===== src/rtl/gtfwizard_mac_drp_pkg.sv =====
// Shared encodings for the GTF common DRP master: request opcodes,
// FSM states and the default drprdy timeout.
package gtfwizard_mac_drp_pkg;

  localparam logic [1:0] OP_READ  = 2'b00;
  localparam logic [1:0] OP_WRITE = 2'b01;
  localparam logic [1:0] OP_RMW   = 2'b10;

  localparam int TIMEOUT_CYCLES_DEF = 1023;

  typedef enum logic [2:0] {
    IDLE,
    RD_ISSUE,
    RD_WAIT,
    WR_ISSUE,
    WR_WAIT,
    RESP
  } drp_state_e;

endpackage


===== src/rtl/gtfwizard_mac_drp_timeout_cnt.sv =====
// drprdy watchdog: counts cycles spent waiting, flags expiry at
// TIMEOUT_CYCLES-1 and holds there until cleared.
module gtfwizard_mac_drp_timeout_cnt
  import gtfwizard_mac_drp_pkg::*;
#(
  parameter int TIMEOUT_CYCLES = TIMEOUT_CYCLES_DEF,
  localparam int CNT_W = $clog2(TIMEOUT_CYCLES + 1)
) (
  input  logic clk,
  input  logic rst_n,
  input  logic clear,
  input  logic enable,
  output logic expire
);

  logic [CNT_W-1:0] cnt;

  assign expire = (cnt == CNT_W'(TIMEOUT_CYCLES - 1));

  always_ff @(posedge clk or negedge rst_n) begin
    if (!rst_n) begin
      cnt <= '0;
    end else if (clear) begin
      cnt <= '0;
    end else if (enable && !expire) begin
      cnt <= cnt + 1'b1;
    end
  end

endmodule


===== src/rtl/gtfwizard_mac_gtf_common_drp_master.sv =====
// Single-outstanding DRP initiator for the GTF common tile: READ, WRITE and
// read-modify-write requests, one response each, with a drprdy timeout.
module gtfwizard_mac_gtf_common_drp_master
  import gtfwizard_mac_drp_pkg::*;
#(
  parameter int ADDR_W         = 16,
  parameter int DATA_W         = 16,
  parameter int TIMEOUT_CYCLES = TIMEOUT_CYCLES_DEF
) (
  input  logic              gtf_cm_drpclk,
  input  logic              gtf_cm_drprst_n,
  input  logic              req_valid,
  output logic              req_ready,
  input  logic [1:0]        req_op,
  input  logic [ADDR_W-1:0] req_addr,
  input  logic [DATA_W-1:0] req_wdata,
  input  logic [DATA_W-1:0] req_mask,
  output logic              rsp_valid,
  output logic [DATA_W-1:0] rsp_rdata,
  output logic              rsp_error,
  output logic              busy,
  output logic              drp_en,
  output logic              drp_we,
  output logic [ADDR_W-1:0] drp_addr,
  output logic [DATA_W-1:0] drp_di,
  input  logic [DATA_W-1:0] drp_do,
  input  logic              drp_rdy
);

  function automatic logic [DATA_W-1:0] rmw_merge(input logic [DATA_W-1:0] rd,
                                                  input logic [DATA_W-1:0] wd,
                                                  input logic [DATA_W-1:0] mask);
    return (rd & ~mask) | (wd & mask);
  endfunction

  drp_state_e        state, state_n;
  logic [1:0]        op_q;
  logic [ADDR_W-1:0] addr_q;
  logic [DATA_W-1:0] wdata_q;
  logic [DATA_W-1:0] mask_q;
  logic [DATA_W-1:0] rd_q;
  logic              wait_st;
  logic              expire;
  logic              timeout;
  logic              accept;
  logic              issue_n;

  assign req_ready = (state == IDLE);
  assign busy      = (state != IDLE);
  assign accept    = (state == IDLE) && req_valid;
  assign wait_st   = (state == RD_WAIT) || (state == WR_WAIT);
  // drprdy in the expiry cycle still counts as a normal completion
  assign timeout   = wait_st && !drp_rdy && expire;
  assign issue_n   = (state_n == RD_ISSUE) || (state_n == WR_ISSUE);

  gtfwizard_mac_drp_timeout_cnt #(
    .TIMEOUT_CYCLES(TIMEOUT_CYCLES)
  ) u_timeout (
    .clk   (gtf_cm_drpclk),
    .rst_n (gtf_cm_drprst_n),
    .clear (!wait_st),
    .enable(wait_st),
    .expire(expire)
  );

  always_ff @(posedge gtf_cm_drpclk or negedge gtf_cm_drprst_n) begin
    if (!gtf_cm_drprst_n) state <= IDLE;
    else                  state <= state_n;
  end

  always_comb begin
    state_n = state;
    case (state)
      IDLE:     if (req_valid) state_n = (req_op == OP_WRITE) ? WR_ISSUE : RD_ISSUE;
      RD_ISSUE: state_n = RD_WAIT;
      RD_WAIT: begin
        if (drp_rdy)      state_n = (op_q == OP_RMW) ? WR_ISSUE : RESP;
        else if (expire)  state_n = RESP;
      end
      WR_ISSUE: state_n = WR_WAIT;
      WR_WAIT:  if (drp_rdy || expire) state_n = RESP;
      RESP:     state_n = IDLE;
      default:  state_n = IDLE;
    endcase
  end

  // Outputs are registered from the next state so they line up with it
  always_ff @(posedge gtf_cm_drpclk or negedge gtf_cm_drprst_n) begin
    if (!gtf_cm_drprst_n) begin
      op_q      <= OP_READ;
      addr_q    <= '0;
      wdata_q   <= '0;
      mask_q    <= '0;
      rd_q      <= '0;
      drp_en    <= 1'b0;
      drp_we    <= 1'b0;
      drp_addr  <= '0;
      drp_di    <= '0;
      rsp_valid <= 1'b0;
      rsp_error <= 1'b0;
      rsp_rdata <= '0;
    end else begin
      if (accept) begin
        op_q    <= req_op;
        addr_q  <= req_addr;
        wdata_q <= req_wdata;
        mask_q  <= req_mask;
      end
      if (state == RD_WAIT && drp_rdy) rd_q <= drp_do;
      drp_en <= issue_n;
      drp_we <= (state_n == WR_ISSUE);
      if (issue_n) drp_addr <= (state == IDLE) ? req_addr : addr_q;
      if (state_n == WR_ISSUE)
        drp_di <= (state == IDLE) ? req_wdata : rmw_merge(drp_do, wdata_q, mask_q);
      rsp_valid <= (state_n == RESP);
      rsp_error <= timeout;
      if (state_n == RESP && !timeout && op_q != OP_WRITE)
        rsp_rdata <= (state == RD_WAIT) ? drp_do : rd_q;
      else
        rsp_rdata <= '0;
    end
  end

endmodule


===== config.mk =====
export PLATFORM = sky130hd
export DESIGN_NAME = gtfwizard_mac_gtf_common_drp_master
export DESIGN_NICKNAME = d
export VERILOG_FILES = /design/src/rtl/gtfwizard_mac_drp_pkg.sv /design/src/rtl/gtfwizard_mac_drp_timeout_cnt.sv /design/src/rtl/gtfwizard_mac_gtf_common_drp_master.sv
export SDC_FILE = /design/constraint.sdc
export NUM_CORES = 1
export LEC_CHECK = 0
export CAP_MARGIN = 20
export CELL_PAD_IN_SITES_DETAIL_PLACEMENT = 1
export CELL_PAD_IN_SITES_GLOBAL_PLACEMENT = 1
export CORE_UTILIZATION = 43
export CTS_CLUSTER_DIAMETER = 50
export DETAILED_ROUTE_END_ITERATION = 10
export PLACE_DENSITY = 0.89
export SLEW_MARGIN = 20
export SYNTH_ARGS = -nofsm -noshare
export SYNTH_HDL_FRONTEND = slang
export SYNTH_SLANG_ARGS = --single-unit

===== constraint.sdc =====
create_clock -name gtf_cm_drpclk -period 7.3 [get_ports gtf_cm_drpclk]
set_clock_uncertainty 0.2 [all_clocks]
set_input_delay 1.46 -clock gtf_cm_drpclk [delete_from_list [all_inputs] [get_ports gtf_cm_drpclk]]
set_output_delay 1.46 -clock gtf_cm_drpclk [all_outputs]
set_load 0.01 [all_outputs]

==> results of run 1 <==
## worst max-delay path, cell delays in order (launching register included)
cell and delay (ns):
dfrtp_1 0.46, or3_4 0.43, clkinv_2 0.57, clkdlybuf4s50_1 0.67
## placed cells by master (no fill, tap or decap), drive strengths merged
master	count
inv	4
o211ai	1
o21ai	19
nand2b	3
xnor2	1
nor4	1
a31oi	2
nor2	10
nand4	1
bufinv	1
and3	6
o32a	1
or3b	1
nand2	53
or3	1
a21oi	20
a2bb2oi	1
clkdlybuf4s50	122
nand4b	1
dfrtp	131
nor3	3
and2	2
mux2	114
mux2i	18
buf	6
clkbuf	27
or2	2
xor2	2
a21o	1
o22ai	1
ha	2
a211oi	1
a22o	1
a311oi	1
nor3b	1
clkinv	4
nand3	6
## area by class of cell
class	count	area, um^2	share of cell area, %
Tap cell	172	215	2.84
Multi-Input combinational cell	277	2230	29.5
Clock buffer	27	523	6.89
Clock inverter	4	45.0	0.594
Inverter	5	20.0	0.264
Timing Repair Buffer	128	1270	16.7
Sequential cell	131	3280	43.2
## synthesized netlist by cell type (all sizes together), types with 2 or more instances
library cell,number
a21oi,20
a31oi,2
and2,2
and3,6
buf,5
clkbuf,17
dfrtp,131
ha,2
inv,4
mux2,114
mux2i,18
nand2,53
nand2b,3
nand3,6
nor2,10
nor3,3
o21ai,19
or2,2
xor2,2
## final timing paths
path,startpoint,to,slack [ns],depth (start not counted)
setup reg to reg,state[2],drp_addr[8],3.91,6
min in group asynchronous,gtf_cm_drprst_n,addr_q[6],0.84,1
hold reg to reg,drp_di[2],drp_di[2],0.29,1
hold / removal,drp_di[2],drp_di[2],0.29,1
max in group asynchronous,gtf_cm_drprst_n,wdata_q[2],4.81,2
setup / recovery,state[2],req_ready,3.09,3
## power breakdown
part	internal (uW)	switching, uW
logic	689	546
clock network	519	292
registers	1040	192
## stage by stage
step	util [%]	cells	worst slack [ns]
final	59.9	744	3.09
after detailed placement	55.4	713	3.32
after global placement	55.4	713	3.46
after floorplan	-	435	4.05
after CTS	59.9	744	3.06
after global routing	59.9	744	2.96
## logic make-up (layout without fill, tap and decap cells)
kind of cell    Yosys count  count (layout)
fa+ha+maj                 2               2
buf+inv                  27             164
xor+xnor                  3               3
flops                   131             131
mux                     132             132
compound gates           49              49
simple gates             91              91
## registers in the layout, summed over array words and instances, names as in the netlist
signal / cells
op_q: 2
mask_q: 16
drp_en: 1
state: 3
drp_we: 1
u_timeout.cnt: 10
drp_di: 16
rsp_rdata: 16
addr_q: 16
rsp_valid: 1
drp_addr: 16
rd_q: 16
rsp_error: 1
wdata_q: 16
## metal layers
layer | global-route usage (%) | up-vias
met3 | 7.06 | 25
li1 | - | 1772
met5 | 0 | -
met4 | 9.06 | 0
met1 | 26.7 | 2031
met2 | 43.4 | 92
==> flow_summary_export.csv, run 1 <==
group,metric,value,unit
status,outcome,"finished, final reports clean",
timing,finalSetupTns,0,ns
route,drc,0,
power,p_leak,0.00328,uW
finish,nNetsFinal,632,
finish,fill_cells,1305,
cts,cts.repair.resized,0,
synthesis,syn-cell-area,5620,um^2
timing,timing.fmax,0.238,GHz
route,top_layer,"met4",
grt,grt_pass1_vias,4513,
finish,final_cell_area,7590,um^2
synthesis,synth_xor_area_share,0.467,%
synthesis,synth_edf_count,0,
setup_path,start_kind,"register",
cts,cts_buffer_depth,2,
timing,rsz0062_at_grt,"no",
cts,ctsHtreeMaxLevel,4,
placed_design,port_buffers,123,
floorplanning,core-area,12700,um^2
route,dr_total_vias,3920,
finish,drive_gt1_share,25.9,%
floorplanning,initial_utilization,44.4,%
setup_path,crit_fanout,51,
setup_path,crit_arrival,2.55,ns
synthesis,yosys.area_share.simple,7.83,%
route,wl_met3,716,um
setup_path,required,5.64,ns
power,p_per_area,432,nW/um^2
timing,worstMarginPinSlew,0.828,ns
floorplanning,dieHeight,116,um
grt,grt_pass1_wl,23.9,mm
synthesis,syn_nets,507,
timing,hold_ws,0.286,ns
route,drtIter0Drc,148,
power,p_total,3270,uW
synthesis,synth_top_area_share,58.3,%
flow_run,cap_violations,0,
power,ir_worst_vdd,211,uV
grt,grt_max_degree,71,
synthesis,yosysTopAreaCell,"dfrtp_1",
cts,cts.sinks,131,
worst_hold_path,hp-class,"register to register",
route,ant_nets,0,
cts,cts_tree,"built",
floorplanning,die_area,13500,um^2
timing,slew_headroom,44.6,%
route,wl,14.8,mm
floorplanning,die-width,116,um
grt,grt.overflow.total,0,
synthesis,yosysSeqAreaShare,58.3,%
setup_path,crit_path_end_kind,"primary output",
cts,insertion_delay,0.42,ns
placed_design,dp_hpwl,9.82,mm
synthesis,yosys_warnings,0,
synthesis,synth_fa_ha_area_share,0.445,%
cts,hold_buffers,0,
synthesis,synth_area_leaders,"dfrtp_1, mux2_2, nand2_1",
timing,fin_crit_sh,57.6,%
grt,track_usage,24.0,%
timing,report.final.slew_viol_count,0,
route,wl_met1,5.77,mm
cts,cts_setup_buffers,0,
finish,antenna_cells,0,
timing,setup_viol,0,
synthesis,syn_inst,435,
synthesis,synthArstFlopShare,100,%
floorplanning,rows,41,
synthesis,ys_ff_latch,131,
route,drt-pass1-iter-count,4,
timing,hold_viol,0,
setup_path,critPathKind,"register to primary output",
timing,post-route-min-period,4.21,ns
cts,clkTransAtPathRegs,0.05,ns
route,wl_per_cell,19.9,um
route,vias_per_cell,5.27,
route,dr_wl_met2,8.00,mm
synthesis,syn-mean-instance-area,12.9,um^2
cts,cts-root-buf,"clkbuf_16",
floorplanning,io_pins,124,
synthesis,synth_compound_area_share,4.87,%
finish,area_delta_synth_final,34.9,%
synthesis,synthMuxAreaShare,26.0,%
cts,cts_made_buffers,17,
placed_design,placed_area,7020,um^2
synthesis,synth_top_family_by_area,"multiplexers",
synthesis,synth_top_flop_cell,"dfrtp_1",
placed_design,place_congestion,0.795,
grt,grt_antenna_before_repair,0,
synthesis,synth_cell_type_count,39,
(Power assumes the default switching activity.)
==> inputs of run 2 (changes only) <==
Settings changed: CORE_UTILIZATION 43 to 40, PLACE_DENSITY 0.89 to 0.84.
Clock period 7.3 ns to 4.3 ns, I/O delays scaled along.
==> run 2 against run 1 <==
- sequential power up 69%
- clock power up 75%
- register-to-register slack worse by 2.6 ns
- hold slack worse by 0.036 ns
- largest power group is now registers
- core utilization down 3.2 points
- non-clock buffer count up 3
==> flow_summary_export.csv, run 2 (synthesized netlist as in run 1, its figures left out) <==
group,metric,value,unit
timing,timing.fmax,0.303,GHz
setup_path,rrSetupSlack,1.36,ns
timing,fin_crit_sh,76.8,%
floorplanning,die_area,14500,um^2
setup_path,rr_endpoint,"drp_di[12]",
finish,final_cell_area,7630,um^2
cts,cts-root-buf,"clkbuf_16",
cts,cts_buffer_depth,2,
grt,grt_max_degree,83,
finish,final_common_cell,"dfrtp_1",
grt,grt.overflow.total,0,
route,drt-pass1-iter-count,4,
timing,hold_viol,0,
finish,drive_gt1_share,26.1,%
timing,finalSetupTns,0,ns
cts,clkTransAtPathRegs,0.05,ns
route,drc,0,
setup_path,crit_fanout,24,
cts,hold_buffers,0,
power,p_leak,0.00330,uW
cts,cts.sinks,131,
route,wl,14.4,mm
placed_design,placed_area,7050,um^2
route,vias_per_cell,5.24,
finish,antenna_cells,0,
floorplanning,io_pins,124,
worst_hold_path,hp-class,"input pin to async pin",
route,dr_total_vias,3937,
status,outcome,"finished, final reports clean",
setup_path,slowest_stage,"clkdlybuf4s50_1",
cts,cts_setup_buffers,0,
setup_path,reg2reg_depth,8,
timing,post-route-min-period,3.30,ns
power,ir_worst_vdd,364,uV
route,ant_nets,0,
setup_path,crit_arrival,2.24,ns
route,drtIter0Drc,156,
timing,rsz0062_at_grt,"no",
placed_design,port_buffers,123,
cts,ctsHtreeMaxLevel,4,
cts,insertion_delay,0.42,ns
flow_run,cap_violations,0,
cts,cts_tree,"built",
cts,cts_made_buffers,17,
timing,worstMarginPinSlew,0.816,ns
timing,worst_slack,0.998,ns
route,wl_per_cell,19.2,um
timing,slew_headroom,45.6,%
setup_path,critPathLaunch,"state[2]",
setup_path,required,3.24,ns
grt,grt_antenna_before_repair,0,
placed_design,place_congestion,0.817,
finish,nNetsFinal,635,
power,p_per_area,731,nW/um^2
floorplanning,initial_utilization,41.8,%
timing,setup_viol,0,
setup_path,path_cells,"or3_4 -> clkinv_2 -> clkdlybuf4s50_1",
setup_path,crit_path_end_kind,"primary output",
timing,report.final.slew_viol_count,0,
setup_path,cpPeakStageDelay,0.61,ns
placed_design,dp_hpwl,9.58,mm
cts,cts.repair.resized,0,
placed_design,preCtsSetupSlack,1.17,ns
floorplanning,rows,42,
grt,grt_pass1_wl,24.4,mm
floorplanning,dieHeight,121,um
floorplanning,die-width,121,um
setup_path,start_kind,"register",
finish,fill_cells,1382,
finish,mostFrequentLayoutCells,"dfrtp_1, clkdlybuf4s50_1, mux2_2, nand2_1, a21oi_1",
finish,area_delta_synth_final,35.7,%
setup_path,reg2reg_from,"u_timeout.cnt[0]",
floorplanning,core-area,13500,um^2
grt,track_usage,22.4,%
setup_path,critPathKind,"register to primary output",
grt,grt_pass1_vias,4590,
==> run 2: layout make-up <==
type	instances	area [um^2]	area share (%)
sequential	131	3280	43.0
clock buffer	27	513	6.72
inverter	5	20.0	0.262
tap	176	220	2.89
multi-input combinational	277	2230	29.3
timing repair buffer	131	1290	16.9
clock inverter	4	70.1	0.918
==> run 2: metrics by stage <==
stage / total power, uW / cells / utilization (%) / hold slack, ns
after floorplan: 3320 / 435 / - / 0.275
after global placement: 4030 / 720 / 52.4 / 0.272
after detailed placement: 4180 / 720 / 52.4 / 0.285
after CTS: 5660 / 751 / 56.7 / 0.297
after global routing: 5930 / 751 / 56.7 / 0.310
final: 5580 / 751 / 56.7 / 0.250
==> run 2: routing by layer <==
layer / wire (um) / track usage (%) / share of wire [%] / up-vias
li1: - / - / - / 1781
met1: 5680 / 25.2 / 39 / 2034
met2: 7680 / 39.6 / 53 / 98
met3: 786 / 6.89 / 5.5 / 24
met4: 280 / 8.41 / 1.9 / 0
met5: 0 / 0 / 0 / -
==> run 2: how the worst max path moves through the flow <==
stage	to	slack [ns]	cells past startpoint
3_3_place_gp	drp_di[9]	1.21	6
4_1_cts	req_ready	0.98	3
6_report	req_ready	1.0	3
2_1_floorplan	drp_di[0]	1.63	8
3_5_place_dp	drp_di[8]	1.17	6
5_1_grt	req_ready	0.91	3
==> run 2: power by group <==
group	switching [uW]	total [uW]	leakage, uW	internal [uW]
sequential	320	2080	0.00162	1760
combinational	902	2080	0.00139	1180
clock	494	1420	0.000287	925
==> run 2: critical path, delay by kind of cell, from the launching register on <==
kind,cells,cell delay [ns]
buffers and inverters,2,0.89
flip-flops,1,0.48
AND/OR/NAND/NOR,1,0.44
==> variant: new RTL, settings of run 2 <==
Remove the register `rsp_error`: a continuous assignment takes its place, so the output `rsp_error` follows one clock earlier.
--- a/src/rtl/gtfwizard_mac_gtf_common_drp_master.sv
+++ b/src/rtl/gtfwizard_mac_gtf_common_drp_master.sv
@@ -97,7 +97,6 @@
       drp_addr  <= '0;
       drp_di    <= '0;
       rsp_valid <= 1'b0;
-      rsp_error <= 1'b0;
       rsp_rdata <= '0;
     end else begin
       if (accept) begin
@@ -113,7 +112,6 @@
       if (state_n == WR_ISSUE)
         drp_di <= (state == IDLE) ? req_wdata : rmw_merge(drp_do, wdata_q, mask_q);
       rsp_valid <= (state_n == RESP);
-      rsp_error <= timeout;
       if (state_n == RESP && !timeout && op_q != OP_WRITE)
         rsp_rdata <= (state == RD_WAIT) ? drp_do : rd_q;
       else
@@ -121,5 +119,7 @@
     end
   end
 
+  assign rsp_error = timeout;
+
 endmodule
 
Formal check against the unedited RTL: no difference found for any inputs over 10 cycles, from zero or initial values and one cycle with gtf_cm_drprst_n low; that may be too few to reach the edited logic, so the function may still have changed.
==> variant against run 2 <==
  * Count of clock-buffer cells in the layout is 3 lower
  * Setup slack worse by 0.23 ns
  * Critical endpoint is now rsp_error
  * Power is 1.9% lower
  * Largest cell class unchanged
  * Final area is 1.1% lower
  * Sequential cell count is 1 lower
  * Clock power is 8% lower
  * Synthesized area is 0.45% lower
  * Wire length is 0.33% higher
  * Hold slack better by 0.039 ns
==> variant: results <==
{
  "grt_use_met3": 0.0599,
  "clkTransAtPathRegs_ns": 0.05,
  "yosysSeqAreaShare": 0.581,
  "cp_top_family": "simple AND/OR/NAND/NOR gates",
  "grt_max_degree": 93,
  "nNetsFinal": 633,
  "placed_cells": 718,
  "switching_share": 0.317,
  "place_congestion": 0.764,
  "cp_slowest_stage_delay_ns": 0.57,
  "h-tree-depth": 4,
  "synth_nets": 506,
  "netlist_instances": 434,
  "dpl-instance-area_sq_um": 7010,
  "wl_per_cell_microns": 19.3,
  "drt_iter0_drc": 155,
  "n_antenna_cell": 0,
  "fillCellCount": 1402,
  "dr_wl_met2_microns": 7820,
  "synth.area.top_cells": "dfrtp_1 58%, mux2_2 21%, nand2_1 3.5%, mux2i_1 3.2%, mux2_1 1.8%",
  "ys_top_cells_by_count": "130 x dfrtp_1, 105 x mux2_2, 52 x nand2_1, 20 x a21oi_1, 19 x o21ai_0",
  "m1WireLength_microns": 5780,
  "pg_clk_mw": 1.31,
  "startpoint": "u_timeout.cnt[0]",
  "reg2reg_depth": 7,
  "p_seq_frac": 0.379,
  "first_global_vias": 4467,
  "drive_gt1_frac": 0.259,
  "grt_pass1_wl_microns": 23500,
  "vias": 3867,
  "cp.arrival_ns": 2.47,
  "critPathMaxFanout": 12,
  "worstMarginPinSlew_ns": 0.878,
  "instances_no_fill": 748,
  "worst-r2r-setup-slack_ns": 1.20,
  "hpwlAfterDp_microns": 9360,
  "r2r-end": "drp_addr[12]",
  "met1_usage": 0.249,
  "cp-endpoint": "rsp_error",
  "hold_class": "flip-flop to flip-flop",
  "clk_latency_ns": 0.40,
  "synthDistinctLibCells": 39,
  "wl_met3_microns": 682,
  "outcome": "finished clean",
  "ir_worst_vdd_uv": 414,
  "grt.met2_usage": 0.389,
  "holdWs_ns": 0.290
}
-- variant: cells by family (layout without fill, tap and decap cells) --
| kind of cell | count (synthesis) | after routing | synth area share |
|---|---|---|---|
| mux | 132 | 132 | 0.262 |
| compound gates | 49 | 49 | 0.0490 |
| flops | 130 | 130 | 0.581 |
| xor+xnor | 3 | 3 | 0.00469 |
| simple gates | 91 | 91 | 0.0787 |
| fa+ha+maj | 2 | 2 | 0.00447 |
| buf+inv | 27 | 165 | 0.0206 |
-- variant: final cells by class --
cell class | instances | area [sq um] | area share
timing repair buffer | 130 | 1280 | 0.170
inverter | 5 | 20.0 | 0.00265
multi-input combinational | 277 | 2230 | 0.296
sequential | 130 | 3250 | 0.431
clock buffer | 24 | 472 | 0.0625
clock inverter | 6 | 57.6 | 0.00763
tap | 176 | 220 | 0.0292
-- variant: through the flow --
stage,worst slack (ns),util
after floorplan,1.63,-
after global placement,1.03,0.521
after detailed placement,0.939,0.521
after CTS,0.755,0.561
after global routing,0.643,0.561
final,0.771,0.561
